<file path="config.mk">
export PLATFORM = sky130hd
export DESIGN_NAME = ctx_feed
export DESIGN_NICKNAME = d
export VERILOG_FILES = /design/src/rtl/ctx_feed.sv
export SDC_FILE = /design/constraint.sdc
export NUM_CORES = 1
export LEC_CHECK = 0
export ABC_AREA = 1
export ABC_CLOCK_PERIOD_IN_PS = 2700
export BUFFER_PORTS_ARGS = -buffer_cell sky130_fd_sc_hd__buf_4
export CAP_MARGIN = 0
export CORE_MARGIN = 3
export CORE_UTILIZATION = 59
export CTS_CLUSTER_DIAMETER = 80
export DETAILED_ROUTE_END_ITERATION = 16
export GPL_ROUTABILITY_DRIVEN = 0
export PLACE_DENSITY_LB_ADDON = 0.12
export SETUP_SLACK_MARGIN = 0.5
export SYNTH_ARGS = -nofsm -noshare
export SYNTH_HDL_FRONTEND = slang
export SYNTH_SLANG_ARGS = --single-unit
</file>
<file path="constraint.sdc">
create_clock -name clk -period 2.7 [get_ports clk]
set_clock_uncertainty 0.1 [all_clocks]
set_input_delay 0.54 -clock clk [delete_from_list [all_inputs] [get_ports clk]]
set_output_delay 0.54 -clock clk [all_outputs]
set_load 0.05 [all_outputs]
</file>
<file path="src/rtl/ctx_feed.sv">
// ctx_feed: byte FIFO feeding CTX as single-cycle ctx_val pulses with programmable gaps.
// Optional sent_cnt statistics counter is enabled by defining CTX_FEED_STATS_EN.
module ctx_feed #(
    parameter int DEPTH = 8,
    parameter int GAP_W = 4
) (
    input  logic                       clk,
    input  logic                       rst_n,
    input  logic                       s_valid,
    input  logic [7:0]                 s_data,
    output logic                       s_ready,
    input  logic                       enable,
    input  logic [GAP_W-1:0]           gap_cfg,
    output logic                       ctx_val,
    output logic [7:0]                 ctx_in,
`ifdef CTX_FEED_STATS_EN
    output logic [15:0]                sent_cnt,
`endif
    output logic [$clog2(DEPTH):0]     fifo_cnt
);

    localparam int AW = $clog2(DEPTH);
    localparam int CW = AW + 1;

    typedef enum logic [1:0] {
        S_IDLE,
        S_SEND,
        S_GAP
    } state_t;

    logic [7:0]       mem_q [DEPTH];
    logic [AW-1:0]    wr_ptr_q, wr_ptr_d;
    logic [AW-1:0]    rd_ptr_q, rd_ptr_d;
    logic [CW-1:0]    cnt_q, cnt_d;
    state_t           state_q, state_d;
    logic [GAP_W-1:0] gap_q, gap_d;
    logic [GAP_W-1:0] ctr_q, ctr_d;
    logic             val_q, val_d;
    logic [7:0]       in_q, in_d;

    logic full;
    logic push;
    logic pop;
    logic can_issue;
    logic try_issue;

    always_comb begin
        full      = (cnt_q == CW'(DEPTH));
        s_ready   = rst_n && !full;
        push      = s_valid && s_ready;
        can_issue = enable && (cnt_q != '0);
    end

    // try_issue marks the cycles in which the IDLE issue rule applies
    always_comb begin
        state_d   = state_q;
        gap_d     = gap_q;
        ctr_d     = ctr_q;
        val_d     = 1'b0;
        in_d      = 8'h00;
        pop       = 1'b0;
        try_issue = 1'b0;
        case (state_q)
            S_IDLE: try_issue = 1'b1;
            S_SEND: begin
                if (gap_q != '0) begin
                    state_d = S_GAP;
                    ctr_d   = gap_q - GAP_W'(1);
                end else begin
                    try_issue = 1'b1;
                end
            end
            S_GAP: begin
                if (ctr_q == '0) begin
                    try_issue = 1'b1;
                end else begin
                    ctr_d = ctr_q - GAP_W'(1);
                end
            end
            default: state_d = S_IDLE;
        endcase
        if (try_issue) begin
            if (can_issue) begin
                pop     = 1'b1;
                val_d   = 1'b1;
                in_d    = mem_q[rd_ptr_q];
                gap_d   = gap_cfg;
                state_d = S_SEND;
            end else begin
                state_d = S_IDLE;
            end
        end
    end

    always_comb begin
        wr_ptr_d = push ? wr_ptr_q + AW'(1) : wr_ptr_q;
        rd_ptr_d = pop  ? rd_ptr_q + AW'(1) : rd_ptr_q;
        cnt_d    = cnt_q;
        case ({push, pop})
            2'b10:   cnt_d = cnt_q + CW'(1);
            2'b01:   cnt_d = cnt_q - CW'(1);
            default: cnt_d = cnt_q;
        endcase
    end

    // Storage is not reset; occupancy and pointers define what is valid.
    always_ff @(posedge clk) begin
        if (push) begin
            mem_q[wr_ptr_q] <= s_data;
        end
    end

    always_ff @(posedge clk or negedge rst_n) begin
        if (!rst_n) begin
            wr_ptr_q <= '0;
            rd_ptr_q <= '0;
            cnt_q    <= '0;
            state_q  <= S_IDLE;
            gap_q    <= '0;
            ctr_q    <= '0;
            val_q    <= 1'b0;
            in_q     <= 8'h00;
        end else begin
            wr_ptr_q <= wr_ptr_d;
            rd_ptr_q <= rd_ptr_d;
            cnt_q    <= cnt_d;
            state_q  <= state_d;
            gap_q    <= gap_d;
            ctr_q    <= ctr_d;
            val_q    <= val_d;
            in_q     <= in_d;
        end
    end

    assign ctx_val  = val_q;
    assign ctx_in   = in_q;
    assign fifo_cnt = cnt_q;

`ifdef CTX_FEED_STATS_EN
    logic [15:0] sent_q, sent_d;

    always_comb begin
        sent_d = val_d ? sent_q + 16'd1 : sent_q;
    end

    always_ff @(posedge clk or negedge rst_n) begin
        if (!rst_n) begin
            sent_q <= 16'h0000;
        end else begin
            sent_q <= sent_d;
        end
    end

    assign sent_cnt = sent_q;
`endif

endmodule

</file>
# After elaboration in Yosys (flattened, before gate mapping)
# Memories as Yosys holds them, arrays and structs flattened.
# Index checks and enable logic that the tools add are counted.
# Widths: inputs -> output; s select.
[op_classes]
n_addsub = 6
mul = 0
div = 0
order_cmp = 0
eq_ne = 9
shifts = 0
mux = 17
bitwise_logic = 0
n_reduce_logical = 14
[ops]
columns = ["op", "n"]
rows = [
  ["$mux 8", 2],
  ["$pmux 4 s2", 2],
  ["$sub 4x1->4 const B", 3],
  ["$mux 4", 2],
  ["$reduce_bool 4->1", 2],
  ["$mux 1", 7],
  ["$add 3x1->3 const B", 2],
  ["$add 4x1->4 const B", 1],
  ["$eq 2x1->1 const B", 2],
  ["$eq 2x2->1 const B", 2],
  ["$eq 4x4->1 const B", 1],
  ["$logic_not 4->1", 1],
  ["$mux 2", 2],
  ["$ne 2x2->1 const B", 2],
  ["$pmux 2 s2", 1],
  ["$reduce_and 2->1", 2],
  ["$reduce_bool 2->1", 2],
  ["$logic_and 1x1->1", 3],
  ["$ne 3x3->1 const B", 1],
  ["$pmux 1 s3", 1],
  ["$reduce_and 3->1", 1],
  ["$logic_not 2->1", 1],
  ["$ne 2x1->1 const B", 1],
  ["$reduce_or 2->1", 1],
  ["$logic_not 1->1", 1],
]
[word_totals]
regBits = 29
latchBits = 0
ramBits = 64
rom_bits = 0
elab_cells = 55
n_memories = 1
[mem_list]
columns = ["memory", "words", "word_bits", "read_ports", "rd_ports_with_merged_regs", "write_ports", "line_no", "text"]
rows = [
  ["mem_q", 8, 8, 1, 0, 1, "31", "logic [7:0] mem_q [DEPTH];"],
]

# Logic depth before layout (Yosys ltp)
# Gate-level depths: netlist of run 1.
[depth]
depth_word = 6
depth_mapped = 16
depth_no_buf = 15

# Worst setup path before layout of run 1
# No wires, ideal clock.
[synth_timing]
path_type = "reg-to-reg"
start = "register cnt_q[2], in the netlist fifo_cnt[2]"
end = "register cnt_q[2], in the netlist fifo_cnt[2]"
setup_time_ns = 0.082
arrival_time_ns = 2.858
required_ns = 2.518
slack_ns = -0.340
stages_incl_launch_ff = 14
cell_sequence = "dfrtp_1 > inv_1 > nand3_1 > and2_1 > nand2_1 > buf_2 > ha_1 > nand2_1 > inv_1 > nor2_1 > ha_1 > a21oi_1 > or2_2 > a31oi_1"
[synth_between]
elab_chain_len = 6
elab_cells_between_ends = 14
[synth_rtl]
columns = ["item", "line_no", "text"]
rows = [
  ["start: declaration", "34", "logic [CW-1:0] cnt_q, cnt_d;"],
  ["start signal: assignment", "126", "cnt_q <= cnt_d;"],
  ["$eq 4x4->1 *", "48", "full = (cnt_q == CW'(DEPTH));"],
  ["$logic_not 1->1 *", "49", "s_ready = rst_n && !full;"],
  ["$logic_and 1x1->1 *", "49", ""],
  ["net s_ready", "11", "output logic s_ready,"],
  ["$logic_and 1x1->1 *", "50", "push = s_valid && s_ready;"],
  ["$eq 2x1->1 / $eq 2x2->1 (equally long branches)", "99", "case ({push, pop})"],
  ["$pmux 4 s2 / $reduce_bool 2->1 (equally long branches)", "n/a", ""],
]
# Mark *: on every way through the listed nets, which the timed path passes. The rest lies on a longest branch.
# A chain may end at the register's enable or synchronous reset.

# Worst setup path after layout of run 1
[layout_timing]
start = "register state_q[1]"
end = "register cnt_q[2], in the netlist fifo_cnt[2]"
[layout_between]
elab_chain_len = 5
elab_cells_between_ends = 9
[layout_rtl]
columns = ["item", "line_no", "text"]
rows = [
  ["start: declaration", "35", "state_t state_q, state_d;"],
  ["start signal: assignment", "127", "state_q <= state_d;"],
  ["$eq 2x2->1, or another cell as far along", "63", "case (state_q)"],
  ["$pmux 1 s3 *", "63", ""],
  ["$mux 1 *", "82", "if (try_issue) begin"],
  ["net pop", "43", "logic pop;"],
  ["$eq 2x1->1 / $eq 2x2->1 (equally long branches)", "99", ""],
  ["$pmux 4 s2 / $reduce_bool 2->1 (equally long branches)", "n/a", ""],
]
# Marked as above.

==> results of run 1 <==
==> area by class of cell <==
cell class	instances	area, sq um
fillers	438	1740
inverters	23	88.8
well taps	77	96.3
clock buffers	9	124
clock inverters	7	50.0
repair buffers	57	428
multi-input cells	241	1280
flip-flops and latches	93	2650
==> cells in the final DEF, fill, tap and decap left out, drive strengths merged <==
cell type,count
nand2,73
nor2,66
edfxtp,64
buf,57
o21ai,43
dfrtp,29
inv,25
nand3,20
a21oi,10
clkbuf,9
nor3,8
ha,6
nand4,5
xor2,4
clkinvlp,3
and2,2
clkinv,2
or2,2
a31oi,1
xnor2,1
==> stage by stage <==
step | total power, uW | utilization | setup WS (ns)
after floorplan | 3690 | - | 0.277
after global placement | 4180 | 0.682 | 0.474
after detailed placement | 4250 | 0.682 | 0.374
after CTS | 5110 | 0.713 | 0.500
after global routing | 5660 | 0.731 | 0.433
final | 5290 | 0.731 | 0.556
==> final timing paths <==
kind                            start           to  slack [ns]  cells after the start
max                        state_q[1]  fifo_cnt[2]        0.56                     13
min                             rst_n    ctx_in[7]        0.14                      2
max reg2reg                state_q[1]  fifo_cnt[2]        0.56                     13
min reg2reg                  gap_q[0]     gap_q[0]        0.39                      2
max in group asynchronous       rst_n  fifo_cnt[2]        2.05                      2
min in group clk           gap_cfg[0]     gap_q[0]        0.32                      3
==> cell families (layout without fill, tap and decap cells) <==
family / Yosys count / after routing / share of synthesized area
AND/OR/NAND/NOR: 176 / 176 / 0.189
flip-flops: 93 / 93 / 0.665
AO/OA/AOI/OAI: 54 / 54 / 0.0758
buffers and inverters: 37 / 96 / 0.0399
adder cells (fa/ha/maj): 6 / 6 / 0.0189
XOR/XNOR: 5 / 5 / 0.0110
==> state kept, by name, indices dropped and copies added (netlist names) <==
name / flops
mem_q: 64
ctx_val: 1
ctr_q: 4
rd_ptr_q: 3
wr_ptr_q: 3
fifo_cnt: 4
gap_q: 4
state_q: 2
ctx_in: 8
==> repair_timing <==
action / in CTS / in global routing
pin swaps: 0 / 5
resized for setup: 3 / 9
endpoints found under the setup margin: 1 / 1
buffers inserted: 3 / 10
==> metal layers <==
layer / wire length (um) / vias up
met5: 0 / -
met4: 214 / 0
met3: 285 / 18
met2: 4220 / 66
met1: 3670 / 1325
li1: - / 1356
==> worst reg2reg max path: stages, from the launching register on <==
cell	delay (ns)
dfrtp_1	0.46
inv_2	0.08
nor2_4	0.16
nand4_4	0.12
nand3_4	0.12
nand2_4	0.07
inv_4	0.07
ha_4	0.16
nor2_2	0.05
nor2_4	0.15
ha_4	0.15
a21oi_2	0.04
or2_4	0.24
a31oi_4	0.12
==> power breakdown <==
group	leakage (uW)	switching, uW	internal, uW
registers	0.000938	205	1810
clock network	0.0000820	489	338
logic	0.000944	1580	859
total	0.00196	2280	3010
==> out/summary.txt, run 1 <==
Status = finished, final reports clean
WP buf/inv = 2
Critical Path AT = 2.32 ns
Synth unique cells = 27
# rows = 29
CTS tree = yes
Worst skew pair latency = 0.35 ns
CP peak stage delay = 0.46 ns
Met2 Use GR = 0.387
Setup violations, final = 0
Power Density = 1120 mW/mm^2
Startpoint types = flip-flop
Tot GR Track Use = 0.230
Area share of the leading cell type in the synthesized netlist = 0.483
Synth Area per Inst = 10.7 sq um
Max_cap viols = 0
Reg clk slew, reported paths = 0.09 ns
Share of cells above drive strength 1 = 0.263
Vias in the first global route = 2691
Synthesis Warnings = 0
RSZ-0062 raised after global routing = true
Leakage power = 0.00196 uW
Largest net degree at the start of global routing = 35
Vias = 2765
Hold_ws = 0.136 ns
Inserted Clock Buffers = 9
Synthesized area = 0.00398 sq mm
Register bit total from synthesis = 93
Placed Cells incl. Taps = 478
Number of H-tree levels = 3
Slew margin rel. = 0.660
Met3 Track Usage GR = 0.0357
DIE AREA = 0.00777 sq mm
Crit end category = flip-flop
Min-delay worst type = in2async
Top FF cell, synth = edfxtp_1
# hold bufs at CTS = 0
Starting density of the core = 0.616
Diode count = 0
Setup TNS = 0 ns
Worst path required time = 2.87 ns
Drc violations = 0
Hold Fails Final Rpt = 0
Met1 usage = 0.286
Yosys top cell by area = edfxtp_1
Clk sinks = 93
CORE AREA = 0.00646 sq mm
FFs w/ async S/R, synth = 0.312
Family with the most delay on the worst path = simple AND/OR/NAND/NOR gates
Worst-Margin Slew = 0.511 ns
Cell Area, Placed = 0.00440 sq mm
Grt total ovfl = 0
Seq/Total Area, Yosys = 0.665
Pins Over Slew Limit = 0
Ports = 30
Final worst path period share = 0.794
WL per Instance = 16.6 um
Mapped Cells = 371
Detail Placement HPWL = 5270 um
Die H = 88.1 um
Routed vias/inst = 5.45
Critical-path cell list = inv_2 > nor2_4 > nand4_4 > nand3_4 > nand2_4 > inv_4 > ha_4 > nor2_2 > nor2_4 > ha_4 > a21oi_2 > or2_4 > a31oi_4
Synth area leaders = edfxtp_1, dfrtp_1, nand2_1, nor2_1, o21ai_0
Die W = 88.1 um
CP max-delay cell = dfrtp_1
Initial drt markers = 166
First-pass GRT wire length = 13000 um
P&R area growth vs syn = 18.6%
Most common cell in the netlist = nand2_1
Crit path max fanout = 4
F_max = 0.466 GHz
Synth Net Count = 393
First drt pass iteration count = 4
Crit path kind = reg2reg
Synth cell count leaders = nand2_1, nor2_1, edfxtp_1
Busiest grt layer = met2
Initial antenna violation count = 0
Fin crit period = 2.14 ns
Clock Path Buffers = 2
Fin cells = 507
Routed Antenna Nets = 0
Nets = 447
Post-synth EDFFs = 64
Finished Cell Area = 0.00472 sq mm
Final wirelength = 8400 um
Port Buffers = 29
Worst VDD drop = 0.874 mV
Root Buffer = clkbuf_8
Power figures use the tool's default switching activity.
==> run 2, diff against run 1 <==
--- a/config.mk
+++ b/config.mk
@@ -6,7 +6,7 @@
 export NUM_CORES = 1
 export LEC_CHECK = 0
 export ABC_AREA = 1
-export ABC_CLOCK_PERIOD_IN_PS = 2700
+export ABC_CLOCK_PERIOD_IN_PS = 2240
 export BUFFER_PORTS_ARGS = -buffer_cell sky130_fd_sc_hd__buf_4
 export CAP_MARGIN = 0
 export CORE_MARGIN = 3
==> constraint.sdc (replaced) <==
create_clock -name clk -period 2.24 [get_ports clk]
set_clock_uncertainty 0.1 [all_clocks]
set_input_delay 0.448 -clock clk [delete_from_list [all_inputs] [get_ports clk]]
set_output_delay 0.448 -clock clk [all_outputs]
set_load 0.05 [all_outputs]
==> out/summary.txt, run 2 (synthesized netlist as in run 1, its figures left out) <==
Critical-path cell list = inv_2 > nor2_4 > nand4_4 > nand3_4 > nand2_4 > inv_4 > ha_4 > nand2_4 > inv_4 > nor2_4 > ha_4 > a21oi_2 > nand2_1 > a31oi_4 (was inv_2 > nor2_4 > nand4_4 > nand3_4 > nand2_4 > inv_4 > ha_4 > nor2_2 > nor2_4 > ha_4 > a21oi_2 > or2_4 > a31oi_4)
Share of cells above drive strength 1 = 0.320 (was 0.263)
Cell-internal power = 3970 uW (was 3010 uW)
Vias in the first global route = 2844 (was 2691)
Reg2Reg Launch Point = state_q[0] (was state_q[1])
Routed Antenna Nets = 0 (unchanged)
Port Buffers = 29 (unchanged)
CP max-delay cell = dfrtp_1 (unchanged)
Commonest non-fill, non-tap cell in the layout = nand2_1 (unchanged)
Combinational share of power = 0.488 (was 0.462)
Nets = 461 (was 447)
First drt pass iteration count = 4 (unchanged)
Diode count = 0 (unchanged)
Die W = 88.1 um (unchanged)
CORE AREA = 0.00646 sq mm (unchanged)
First-pass GRT wire length = 14200 um (was 13000 um)
Startpoint types = flip-flop (unchanged)
Grt total ovfl = 0 (unchanged)
# rows = 29 (unchanged)
# hold bufs at CTS = 0 (unchanged)
Initial antenna violation count = 0 (unchanged)
Most frequent cells in the layout = nand2_1, edfxtp_1, nor2_1, buf_4, o21ai_0 (unchanged)
Crit end category = flip-flop (unchanged)
Crit path max fanout = 4 (unchanged)
Hold_ws = 0.0382 ns (was 0.136 ns)
Status = finished, final reports clean (unchanged)
P&R area growth vs syn = 28.7% (was 18.6%)
Fillers = 412 (was 438)
Reg-to-reg endpoint = fifo_cnt[2] (unchanged)
Register-to-Register Path Depth = 14 (was 13)
Setup TNS = 0 ns (unchanged)
Setup violations, final = 0 (unchanged)
Pre-CTS setup slack = 0.0574 ns (was 0.374 ns)
RSZ-0062 raised after global routing = true (unchanged)
Fin crit period = 2.14 ns (about the same)
Largest Register = mem_q (unchanged)
Max FFs per register = 64 (unchanged)
Worst VDD drop = 1.02 mV (was 0.874 mV)
Setup WS post-layout = 0.104 ns (was 0.556 ns)
Initial drt markers = 273 (was 166)
Root Buffer = clkbuf_8 (unchanged)
R2R Setup Slk = 0.10 ns (was 0.56 ns)
Worst path required time = 2.41 ns (was 2.87 ns)
Worst skew pair latency = 0.35 ns (about the same)
Pins Over Slew Limit = 0 (unchanged)
Number of H-tree levels = 3 (unchanged)
Routed vias/inst = 5.60 (was 5.45)
Pwr Total = 7010 uW (was 5290 uW)
Largest net degree at the start of global routing = 35 (unchanged)
Sw frac = 0.434 (was 0.431)
Seq pwr share = 0.347 (was 0.382)
F_max = 0.468 GHz (was 0.466 GHz)
Final wirelength = 9060 um (was 8400 um)
CP peak stage delay = 0.43 ns (was 0.46 ns)
Tot GR Track Use = 0.247 (was 0.230)
Clock network power share = 0.165 (was 0.156)
Max_cap viols = 0 (unchanged)
Family with the most delay on the worst path = simple AND/OR/NAND/NOR gates (unchanged)
Slew margin rel. = 0.675 (was 0.660)
Detail Placement HPWL = 5200 um (was 5270 um)
Min-delay worst type = in2async (unchanged)
Inserted Clock Buffers = 9 (unchanged)
DIE AREA = 0.00777 sq mm (unchanged)
Final worst path period share = 0.954 (was 0.794)
WL per Instance = 17.4 um (was 16.6 um)
Switching power = 3040 uW (was 2280 uW)
Hold Fails Final Rpt = 0 (unchanged)
Critical Path AT = 2.31 ns (was 2.32 ns)
Vias = 2916 (was 2765)
Die H = 88.1 um (unchanged)
CTS tree = yes (unchanged)
Starting density of the core = 0.616 (unchanged)
Clk sinks = 93 (unchanged)
Crit path kind = reg2reg (unchanged)
WP buf/inv = 3 (was 2)
Reg clk slew, reported paths = 0.10 ns (was 0.09 ns)
Worst-Margin Slew = 0.487 ns (was 0.511 ns)
Clock Path Buffers = 2 (unchanged)
Ports = 30 (unchanged)
Leakage power = 0.00215 uW (was 0.00196 uW)
Drc violations = 0 (unchanged)
Power Density = 1370 mW/mm^2 (was 1120 mW/mm^2)
==> run 2: worst register-to-register path: stages (launching register included) <==
cell and delay [ns]:
dfrtp_1 0.43, inv_2 0.09, nor2_4 0.13, nand4_4 0.11, nand3_4 0.11, nand2_4 0.06, inv_4 0.07, ha_4 0.19
nand2_4 0.07, inv_4 0.06, nor2_4 0.04, ha_4 0.15, a21oi_2 0.13, nand2_1 0.13, a31oi_4 0.19
==> run 2: power groups by stage <==
| stage | logic [uW] | registers, uW | clock network [uW] |
|---|---|---|---|
| global route | 3770 | 2470 | 1240 |
| CTS | 3100 | 2400 | 1160 |
| detailed placement | 2850 | 2430 | 0 |
| finish | 3420 | 2430 | 1160 |
| floorplan | 1770 | 2780 | 0 |
| global placement | 2770 | 2420 | 0 |
==> run 2: cell type report <==
cell class                 count  area [sq um]  area share
multi-input combinational    241          1410       0.275
inverter                      23          97.6      0.0191
tap                           77          96.3      0.0188
timing repair buffer          71           659       0.129
clock inverter                 7          81.3      0.0159
clock buffer                   9           124      0.0242
sequential                    93          2650       0.518
==> run 2: layer usage <==
metal  GRT usage  up-vias  routed length (um)
met3      0.0470       17                 497
li1            -     1390                   -
met4      0.0879        0                 165
met5           0        -                   0
met2       0.407      104                4770
met1       0.332     1405                3630
==> run 2: how the worst max path moves through the flow <==
stage,slack (ns),from,cells past startpoint,to
2_1_floorplan,-0.18,fifo_cnt[0],15,fifo_cnt[2]
3_3_place_gp,0.17,state_q[0],14,fifo_cnt[2]
3_5_place_dp,0.06,state_q[0],14,fifo_cnt[2]
4_1_cts,0.21,state_q[1],13,fifo_cnt[2]
5_1_grt,-0.005,state_q[0],14,fifo_cnt[2]
6_report,0.10,state_q[0],14,fifo_cnt[2]
==> run 2: metrics by stage <==
step / util / cells / instance area [sq um]
finish: 0.793 / 521 / 5120
global route: 0.793 / 521 / 5120
CTS: 0.761 / 511 / 4910
detailed placement: 0.696 / 478 / 4500
global placement: 0.696 / 478 / 4500
floorplan: - / 371 / 4160
==> run 2: what timing repair did <==
action                                  in CTS  in global routing
gates cloned                                 0                  1
buffers inserted                            17                  9
resized for setup                            9                 26
endpoints found under the setup margin      36                 72
pin swaps                                   13                 17
==> run 3, diff against run 2 <==
--- a/config.mk
+++ b/config.mk
@@ -10,12 +10,13 @@
 export BUFFER_PORTS_ARGS = -buffer_cell sky130_fd_sc_hd__buf_4
 export CAP_MARGIN = 0
 export CORE_MARGIN = 3
-export CORE_UTILIZATION = 59
+export CORE_UTILIZATION = 62
+export CTS_BUF_LIST = sky130_fd_sc_hd__clkbuf_2 sky130_fd_sc_hd__clkbuf_4 sky130_fd_sc_hd__clkbuf_8
 export CTS_CLUSTER_DIAMETER = 80
 export DETAILED_ROUTE_END_ITERATION = 16
 export GPL_ROUTABILITY_DRIVEN = 0
 export PLACE_DENSITY_LB_ADDON = 0.12
-export SETUP_SLACK_MARGIN = 0.5
+export SETUP_SLACK_MARGIN = 0.05
 export SYNTH_ARGS = -nofsm -noshare
 export SYNTH_HDL_FRONTEND = slang
 export SYNTH_SLANG_ARGS = --single-unit
==> constraint.sdc (replaced) <==
create_clock -name clk -period 2.24 [get_ports clk]
set_clock_uncertainty 0.1 [all_clocks]
set_input_delay 0.448 -clock clk [delete_from_list [all_inputs] [get_ports clk]]
set_output_delay 0.448 -clock clk [all_outputs]
set_load 0.1 [all_outputs]
==> out/summary.txt, run 3 (synthesized netlist as in run 1, its figures left out) <==
Status = finished, final reports clean (unchanged)
Routed vias/inst = 5.64 (was 5.60)
Crit path kind = reg2reg (unchanged)
Die W = 86.1 um (was 88.1 um)
Routed Antenna Nets = 0 (unchanged)
CP max-delay cell = dfrtp_2 (was dfrtp_1)
Largest Register = mem_q (unchanged)
Vias in the first global route = 2737 (was 2844)
Clock Path Buffers = 2 (unchanged)
P&R area growth vs syn = 21.4% (was 28.7%)
Tot GR Track Use = 0.240 (was 0.247)
Post-layout util = 0.797 (was 0.793)
# rows = 28 (was 29)
Number of H-tree levels = 3 (unchanged)
Max FFs per register = 64 (unchanged)
CORE AREA = 0.00606 sq mm (was 0.00646 sq mm)
Diode count = 0 (unchanged)
Critical Path AT = 2.29 ns (was 2.31 ns)
Critical-path cell list = inv_2 > nor2_4 > nand4_4 > nand3_4 > nand2_4 > inv_4 > ha_4 > nor2_1 > nor2_4 > ha_4 > a21oi_2 > or2_4 > a31oi_1 (was inv_2 > nor2_4 > nand4_4 > nand3_4 > nand2_4 > inv_4 > ha_4 > nand2_4 > inv_4 > nor2_4 > ha_4 > a21oi_2 > nand2_1 > a31oi_4)
Largest net degree at the start of global routing = 33 (was 35)
Worst VDD drop = 1.45 mV (was 1.02 mV)
Hold Fails Final Rpt = 0 (unchanged)
Power Density = 1460 mW/mm^2 (was 1370 mW/mm^2)
Crit path max fanout = 5 (was 4)
Detail Placement HPWL = 5440 um (was 5200 um)
Commonest non-fill, non-tap cell in the layout = nand2_1 (unchanged)
Family with the most delay on the worst path = simple AND/OR/NAND/NOR gates (unchanged)
Setup violations, final = 0 (unchanged)
# hold bufs at CTS = 0 (unchanged)
Port Buffers = 29 (unchanged)
Fin crit period = 2.11 ns (was 2.14 ns)
Initial antenna violation count = 0 (unchanged)
Nets = 448 (was 461)
Final wirelength = 8470 um (was 9060 um)
RSZ-0062 raised after global routing = false (was true)
Inserted Clock Buffers = 9 (unchanged)
Share of cells above drive strength 1 = 0.269 (was 0.320)
Worst skew pair latency = 0.35 ns (about the same)
Max_cap viols = 0 (unchanged)
Reg clk slew, reported paths = 0.10 ns (about the same)
Starting density of the core = 0.657 (was 0.616)
Most frequent cells in the layout = nand2_1, edfxtp_1, nor2_1, buf_4, o21ai_0 (unchanged)
Grt total ovfl = 0 (unchanged)
WL per Instance = 16.7 um (was 17.4 um)
CTS tree = yes (unchanged)
Slew margin rel. = 0.647 (was 0.675)
First-pass GRT wire length = 13200 um (was 14200 um)
Crit end category = flip-flop (unchanged)
Ports = 30 (unchanged)
Worst path required time = 2.42 ns (was 2.41 ns)
CP peak stage delay = 0.43 ns (about the same)
Pins Over Slew Limit = 0 (unchanged)
Setup TNS = 0 ns (unchanged)
Initial drt markers = 245 (was 273)
F_max = 0.474 GHz (was 0.468 GHz)
Vias = 2852 (was 2916)
Startpoint types = flip-flop (unchanged)
Worst-Margin Slew = 0.527 ns (was 0.487 ns)
Leakage power = 0.00203 uW (was 0.00215 uW)
Clk sinks = 93 (unchanged)
Root Buffer = clkbuf_8 (unchanged)
WP buf/inv = 2 (was 3)
Die H = 86.1 um (was 88.1 um)
DIE AREA = 0.00742 sq mm (was 0.00777 sq mm)
Final worst path period share = 0.941 (was 0.954)
Drc violations = 0 (unchanged)
First drt pass iteration count = 4 (unchanged)
Min-delay worst type = in2async (unchanged)
[run 3: cell types whose count changed in the layout (fill, tap and decap cells not counted), moves of 3 or more]
cell,previous run,this run
buf_12,6,1
buf_6,7,0
dfrtp_2,5,1
dfrtp_4,0,4
nand2_1,66,70
nand2_2,4,1
nand3_1,16,19
nand3_2,3,0
[run 3: layer usage]
metal  share of wire  vias to the layer above  global-route usage  wire length, um
li1                -                     1367                   -                -
met3           0.058                       20              0.0346              493
met1            0.40                     1352               0.321             3410
met5               0                        -                   0                0
met2            0.51                      113               0.392             4350
met4           0.027                        0               0.108              226
[run 3: final timing paths]
kind / slack, ns / cells past startpoint / end / from
max reg2reg: 0.13 / 13 / fifo_cnt[2] / state_q[1]
max in group asynchronous: 1.69 / 2 / fifo_cnt[2] / rst_n
min reg2reg: 0.39 / 2 / gap_q[1] / gap_q[1]
min in group clk: 0.22 / 3 / gap_q[0] / gap_cfg[0]
max: 0.13 / 13 / fifo_cnt[2] / state_q[1]
min: 0.04 / 2 / ctr_q[3] / rst_n
[run 3: repair_timing]
action                                  4_1_cts  5_1_grt
setup buffers                                 0        9
resized for setup                             1        7
pin swaps                                     0        6
endpoints found under the setup margin        1        2
[run 3: area by class of cell]
class | count | area [sq um]
Inverter | 23 | 88.8
Fill cell | 386 | 1230
Multi-Input combinational cell | 241 | 1340
Clock inverter | 7 | 80.1
Tap cell | 75 | 93.8
Sequential cell | 93 | 2660
Clock buffer | 9 | 124
Timing Repair Buffer | 58 | 448
[run 3: metrics by stage]
stage	cell area [sq um]	total power, uW	hold slack, ns	setup slack, ns	std cells
after floorplan	4160	4950	0.0524	-0.285	371
after global placement	4530	5610	0.356	0.159	481
after detailed placement	4530	5710	0.362	0.0634	481
after CTS	4740	6850	0.0352	0.0558	497
after global routing	4830	7480	0.0412	0.0161	506
final	4830	7050	0.0375	0.131	506
[run 3: where the power goes]
group          total, uW  internal [uW]  leakage (uW)  switching (uW)
logic               3490           1060      0.000992            2430
registers           2420           2210      0.000937             217
clock network       1140            532     0.0000973             607
total               7050           3790       0.00203            3260
[run 3: worst reg2reg max path, stage by stage, from the launching register on]
cell and delay, ns:
dfrtp_2 0.43, inv_2 0.07, nor2_4 0.15, nand4_4 0.14, nand3_4 0.15, nand2_4 0.07, inv_4 0.07, ha_4 0.15
nor2_1 0.07, nor2_4 0.15, ha_4 0.14, a21oi_2 0.03, or2_4 0.22, a31oi_1 0.12
